===== config.mk =====
export PLATFORM = sky130hd
export DESIGN_NAME = pe_result_buffer
export DESIGN_NICKNAME = d
export VERILOG_FILES = /design/src/rtl/pe_result_buffer.sv
export SDC_FILE = /design/constraint.sdc
export NUM_CORES = 1
export LEC_CHECK = 0
export BUFFER_PORTS_ARGS = -buffer_cell sky130_fd_sc_hd__buf_2
export CAP_MARGIN = 40
export CORE_MARGIN = 2
export CORE_UTILIZATION = 45
export DETAILED_ROUTE_END_ITERATION = 8
export PLACE_DENSITY = 0.75
export RECOVER_POWER = 50
export SETUP_SLACK_MARGIN = 0.3
export SYNTH_ARGS = -nofsm -noshare
export SYNTH_HDL_FRONTEND = slang
export SYNTH_SLANG_ARGS = --single-unit

===== constraint.sdc =====
create_clock -name clk -period 2.9 [get_ports clk]
set_input_delay 0.29 -clock clk [delete_from_list [all_inputs] [get_ports clk]]
set_output_delay 0.29 -clock clk [all_outputs]
set_load 0.02 [all_outputs]

===== src/rtl/pe_result_buffer.sv =====
// Result capture, DOT reduction and store drain
// for the SIMD PE array.
module pe_result_buffer #(
    parameter int DATA_W = 32,
    parameter int LANES  = 4
) (
    input  logic                    clk,
    input  logic                    rst_n,
    input  logic                    op_valid,
    output logic                    op_ready,
    input  logic [3:0]              opcode,
    input  logic [LANES*DATA_W-1:0] pe_out,
    output logic                    st_valid,
    input  logic                    st_ready,
    output logic [DATA_W-1:0]       st_data,
    output logic                    st_last,
    output logic [DATA_W-1:0]       dot_sum,
    output logic                    err,
    output logic                    done
);

    localparam int IW = (LANES > 1) ? $clog2(LANES) : 1;
    localparam logic [IW-1:0] LAST_IDX = IW'(LANES - 1);

    localparam logic [3:0] OP_ADD  = 4'd3;
    localparam logic [3:0] OP_SUB  = 4'd4;
    localparam logic [3:0] OP_MUL  = 4'd5;
    localparam logic [3:0] OP_DOT  = 4'd6;
    localparam logic [3:0] OP_BUF1 = 4'd7;
    localparam logic [3:0] OP_BUF2 = 4'd8;
    localparam logic [3:0] OP_STORE = 4'd9;
    localparam logic [3:0] OP_STOP = 4'd10;

    typedef enum logic [1:0] {
        IDLE,
        DRAIN,
        HALT
    } state_t;

    state_t state;

    logic [LANES-1:0][DATA_W-1:0] res_q;
    logic [LANES-1:0][DATA_W-1:0] buf1;
    logic [LANES-1:0][DATA_W-1:0] buf2;
    logic                         res_vld;
    logic                         buf1_vld;
    logic                         buf2_vld;
    logic [DATA_W-1:0]            dot_acc;
    logic [IW-1:0]                idx;
    logic                         sel;
    logic [DATA_W-1:0]            lane_sum;
    logic [DATA_W-1:0]            dot_next;
    logic                         final_beat;

    // Sum of all lanes, wrapping at DATA_W bits.
    always_comb begin
        lane_sum = '0;
        for (int i = 0; i < LANES; i++) begin
            lane_sum = lane_sum + pe_out[i*DATA_W +: DATA_W];
        end
        dot_next = dot_acc + lane_sum;
    end

    // Stream outputs derive directly from registered drain state.
    always_comb begin
        st_valid   = (state == DRAIN);
        st_data    = '0;
        final_beat = (idx == LAST_IDX) && (sel || !buf2_vld);
        if (st_valid) begin
            st_data = sel ? buf2[idx] : buf1[idx];
        end
        st_last  = st_valid && final_beat;
        op_ready = (state == IDLE);
        dot_sum  = dot_acc;
    end

    // Control FSM with result, buffer and accumulator registers.
    always_ff @(posedge clk or negedge rst_n) begin
        if (!rst_n) begin
            state    <= IDLE;
            res_q    <= '0;
            buf1     <= '0;
            buf2     <= '0;
            res_vld  <= 1'b0;
            buf1_vld <= 1'b0;
            buf2_vld <= 1'b0;
            dot_acc  <= '0;
            idx      <= '0;
            sel      <= 1'b0;
            err      <= 1'b0;
            done     <= 1'b0;
        end else begin
            unique case (state)
                IDLE: begin
                    if (op_valid) begin
                        case (opcode)
                            OP_ADD, OP_SUB, OP_MUL: begin
                                res_q   <= pe_out;
                                res_vld <= 1'b1;
                                dot_acc <= '0;
                            end
                            OP_DOT: begin
                                dot_acc  <= dot_next;
                                res_q    <= '0;
                                res_q[0] <= dot_next;
                                res_vld  <= 1'b1;
                            end
                            OP_BUF1: begin
                                dot_acc <= '0;
                                if (res_vld) begin
                                    buf1     <= res_q;
                                    buf1_vld <= 1'b1;
                                end else begin
                                    err <= 1'b1;
                                end
                            end
                            OP_BUF2: begin
                                dot_acc <= '0;
                                if (res_vld) begin
                                    buf2     <= res_q;
                                    buf2_vld <= 1'b1;
                                end else begin
                                    err <= 1'b1;
                                end
                            end
                            OP_STORE: begin
                                if (buf1_vld || buf2_vld) begin
                                    state <= DRAIN;
                                    idx   <= '0;
                                    sel   <= !buf1_vld;
                                end
                            end
                            OP_STOP: begin
                                done  <= 1'b1;
                                state <= HALT;
                            end
                            default: ;
                        endcase
                    end
                end
                DRAIN: begin
                    if (st_ready) begin
                        if (final_beat) begin
                            buf1_vld <= 1'b0;
                            buf2_vld <= 1'b0;
                            idx      <= '0;
                            sel      <= 1'b0;
                            state    <= IDLE;
                        end else if (idx == LAST_IDX) begin
                            idx <= '0;
                            sel <= 1'b1;
                        end else begin
                            idx <= idx + 1'b1;
                        end
                    end
                end
                HALT: ;
                default: state <= IDLE;
            endcase
        end
    end

endmodule

After elaboration in Yosys (flattened, before gate mapping)
Index checks and enable logic that the tools add are counted.

Input port bits: 136. Output and inout port bits: 69. Word-level logic and storage cells: 114. Flip-flop bits (word level): 426.

Multiplexer cells: 37. Bitwise gates (word level): 2. Eq/ne operators: 22. $lt $le $gt $ge: 1. Add/sub/neg operators: 5. Reduce and logical (&&, ||, !) cells: 26.

Operator list (count): $pmux W128 S2 (1); $add A32 B32 Y32 (4); $bmux W32 S2 (2); $mux W32 (4); $pmux W32 S2 (1); $reduce_and A6 Y1 (4); $mux W2 (10); $eq A4 B3 Y1 const B (4); $ne A2 B1 Y1 const B (7); $mux W1 (13); $eq A4 B4 Y1 const B (3); $reduce_and A3 Y1 (4); $reduce_and A4 Y1 (3); $pmux W2 S2 (2); $ne A3 B1 Y1 const B (2); $pmux W1 S2 (3); $pmux W2 S3 (1); $reduce_bool A2 Y1 (3); $reduce_and A5 Y1 (1); $reduce_or A5 Y1 (1); $eq A2 B2 Y1 const B (2); $eq A4 B2 Y1 const B (1); $reduce_or A4 Y1 (1); $lt A2 B3 Y1 const B (1); other kinds (11) (15).

Longest topological paths before layout
Depth in word-level cells: 6. Depth in mapped cells: 17. Mapped depth without buffers: 16.

Least setup slack after synthesis
OpenSTA, ideal clock, no wires.

Kind: input port to flip-flop. Start point: input pe_out[1]. End point: register res_q[25] in the netlist's numbering. Stages: 16. Path buffers: 0. Data required time: 2774 ps. Arrival: 3860 ps. Setup time: 126 ps. Path slack: -1086 ps. Path through: inv_1 fa_1 fa_1 fa_1 inv_1 ha_1 inv_1 fa_1 nand2b_1 a21oi_1 o2111ai_2 a211oi_2 a21o_1 a21oi_1 xnor2_1 a221o_1.

Word-level cells in the longest chain between the ends: 5.

Ends and longest elaborated chain: start, declared (RTL line 12) `input logic [LANES*DATA_W-1:0] pe_out,`; $add A32 B32 Y32 (3 in a row) (RTL line 59) `lane_sum = lane_sum + pe_out[i*DATA_W +: DATA_W];`; $add A32 B32 Y32 (RTL line 61) `dot_next = dot_acc + lane_sum;`; $pmux W128 S2 (RTL line 96) `case (opcode)`; end signal, assigned (RTL line 98) `res_q <= pe_out;`; end, declared (RTL line 42) `logic [LANES-1:0][DATA_W-1:0] res_q;`.

No other way between the ends. A chain may end at the register's enable or synchronous reset.

Final worst setup path
Start point: input pe_out[33]. End point: register res_q[33] in the netlist's numbering.

Word-level cells in the longest chain between the ends: 1.

Ends and longest elaborated chain (RTL line): $pmux W128 S2 (96).

No other way between the ends.

==> results.sh <==
export IMPL_status="complete, but fails checks"
export IMPL_violations="negative setup slack"
export IMPL_hold_path_class="in2reg"
export IMPL_hold_ws_ns=0.02033
export IMPL_setup_viol=55
export IMPL_yosysSeqAreaShare=0.4659
export IMPL_max_stage_delay_ns=0.19
export IMPL_cp_slowest_cell="o31ai_2"
export IMPL_ctsRootBufferMaster="clkbuf_16"
export IMPL_synthArstFlopShare=1.000
export IMPL_synth_area_leaders="dfrtp_1 47%, mux2_2 13%, fa_1 8.0%"
export IMPL_min_period_over_period=1.306
export IMPL_grt_max_degree=105
export IMPL_cp_arrival_ns=4.28
export IMPL_cpMostUsedCell="buf_4"
export IMPL_syn_instance_count=1979
export IMPL_cp_start_kind="primary input"
export IMPL_hold_path_depth=3
export IMPL_reg2reg_slack_ns=-0.38
export IMPL_gp_congestion=0.8950
export IMPL_start_util=0.4561
export IMPL_end_kind="flop"
export IMPL_crit_buf_inv=32
export IMPL_final_max_slew_viol_count=0
export IMPL_drc=0
export IMPL_powerDensity_nw_per_um2=1123
export IMPL_critPathKind="in2reg"
export IMPL_rsz0062_at_grt="true"
export IMPL_r2r_cells=15
export IMPL_hold_viol=0
export IMPL_first_pass_iters=5
export IMPL_cts_sinks=426
export IMPL_r2r_start="dot_sum[1]"
export IMPL_grt_usage=0.2500
export IMPL_routed_via_density=5.463
export IMPL_r2r_end="res_q[19]"
export IMPL_irDropWorstVdd_mv=0.5470
export IMPL_ys_types=70
export IMPL_clk_path_buf_depth=3
export IMPL_syn_cell_area_um2=22880
export IMPL_path_clk_slew_ns=0.06
export IMPL_synth_common_cells="426 x dfrtp_1, 282 x inv_1, 258 x mux2_2, 210 x nand2_1, 92 x fa_1"
export IMPL_die_area_um2=52670
export IMPL_cp_endpoint="res_q[33]"
export IMPL_place_ws_ns=-1.510
export IMPL_drive_gt1_frac=0.4459
export IMPL_chipHeight_um=229.5
export IMPL_p_leak_nw=15.09
export IMPL_synth_top_area_frac=0.4659
export IMPL_synth_avg_cell_area_um2=11.56
export IMPL_port_buffer_count=204
export IMPL_insertedDiodeCount=0
export IMPL_postRouteAntennaNets=0
export IMPL_cp_startpoint="pe_out[33]"
export IMPL_cp_data_required_time_ns=3.39
export IMPL_globalRouteOverflowTotal=0
export IMPL_area_growth_pct=32.96
export IMPL_fin_tns_setup_ns=-33.02
export IMPL_grt_antenna_before_repair=0
export IMPL_relSlewSlack=0.01985
export IMPL_synth_largest_area_cell="dfrtp_1"
export IMPL_cap_violations=0
export IMPL_yosysWarnings=0
export IMPL_yosys_cell_count_top_type="dfrtp_1"
export IMPL_coreArea_um2=50170
export IMPL_fin_crit_ns=3.788
export IMPL_cp_top_family="buffers and inverters"
export IMPL_synth_ff_type="dfrtp_1"
export IMPL_synthesis_nets=2240
export IMPL_cp_num_cells=33
export IMPL_clkLatencyLatePin_ns=0.58
export IMPL_worst_pin_slew_ns=1.470
export IMPL_die_width_um=229.5
export IMPL_final_nets=2758
export IMPL_ys_seq_elements=426
export IMPL_io_pins=205
export IMPL_cts_tree="built"
export IMPL_synth_edf_count=0
export IMPL_setup_slack_ns=-0.8878
export IMPL_cts_buffers=46
export IMPL_nFillCells=3725
export IMPL_grt_pass1_vias=18900
export IMPL_wirelength_mm=66.40
export IMPL_first_iter_violations=1217
export IMPL_cts_htree_levels=2
export IMPL_dr_total_vias=17510
export IMPL_cp_max_fo=2
export IMPL_wl_per_cell_um=20.71
export IMPL_hpwlAfterDp_mm=42.55
export IMPL_rows=82
export IMPL_post_route_util=0.6064
export IMPL_max_freq_mhz=264.0
export IMPL_skew_ns=0.01459
export IMPL_grt_pass1_wl_mm=103.0
[registers in the layout, indices dropped and copies added (netlist names)]
register  flops
buf1_vld      1
res_q       128
err           1
dot_sum      32
buf1        128
idx           2
state         2
buf2_vld      1
buf2        128
sel           1
res_vld       1
done          1
[final cells by class]
class                           instances  area, um2  area share
Timing Repair Buffer                  580       4567      0.1501
Sequential cell                       426      10670      0.3506
Clock buffer                           69       1421     0.04672
Multi-Input combinational cell       1161      11690      0.3842
Inverter                              282       1089     0.03578
Clock inverter                         16      148.9    0.004894
Tap cell                              672      840.8     0.02764
[per-stage QoR]
stage | area (um2) | std cells | power [mW]
after global routing | 30420 | 3206 | 36.13
after floorplan | 23130 | 1979 | 19.30
after global placement | 26800 | 3012 | 24.09
final | 30420 | 3206 | 34.17
after detailed placement | 26800 | 3012 | 24.83
after CTS | 29950 | 3195 | 32.88
[power by group]
| part | internal (mW) | switching, mW |
|---|---|---|
| combinational | 8.99 | 8.54 |
| clock | 3.57 | 2.48 |
| sequential | 8.71 | 1.88 |
[repair_timing]
item	in CTS	in global routing
hold buffers	19	0
gates resized for setup	145	99
pin swaps	75	61
gates cloned	7	1
setup buffers	72	10
hold endpoints to repair	69	0
endpoints found under the setup margin	90	94
[worst min-delay path, delay by kind of cell]
kind / cells / cell delay (ns)
buf+inv: 1 / 0.13
simple gates: 2 / 0.13
[routing by layer]
metal / share of wire / global-route usage / vias to the layer above
met4: 0.034 / 0.08705 / 0
li1: - / - / 7725
met3: 0.072 / 0.06125 / 165
met2: 0.49 / 0.4122 / 666
met1: 0.41 / 0.3225 / 8957
met5: 0 / 0 / -
[cells in the final DEF (no fill, tap or decap), drive strengths merged, types with 5 or more instances in the layout]
cell,n
mux2i,36
xor2,10
a31oi,5
clkinv,11
mux4,64
inv,282
xnor2,19
o21ai,46
a21o,12
buf,550
a22o,14
o31ai,62
a221o,6
dfrtp,426
fa,92
a21oi,58
nand2,210
dlygate4sd3,19
mux2,258
ha,33
nand2b,9
nand3,58
nor3,17
and3,6
nand4,9
nor2,80
clkbuf,80
[how the worst min path moves through the flow]
stage | endpoint | start
after floorplan | buf1[0] | rst_n
after global placement | buf1[36] | rst_n
after detailed placement | buf1[4] | rst_n
after CTS | res_q[124] | pe_out[124]
after global routing | res_q[124] | pe_out[124]
final | res_q[124] | pe_out[124]
[kinds of logic after synthesis]
family / after synthesis / synth area share
flops: 426 / 0.4659
simple gates: 411 / 0.07874
compound gates: 238 / 0.07191
mux: 358 / 0.2057
xor+xnor: 29 / 0.01110
buf+inv: 392 / 0.06808
fa+ha+maj: 125 / 0.09854
Power figures use the tool's default switching activity.
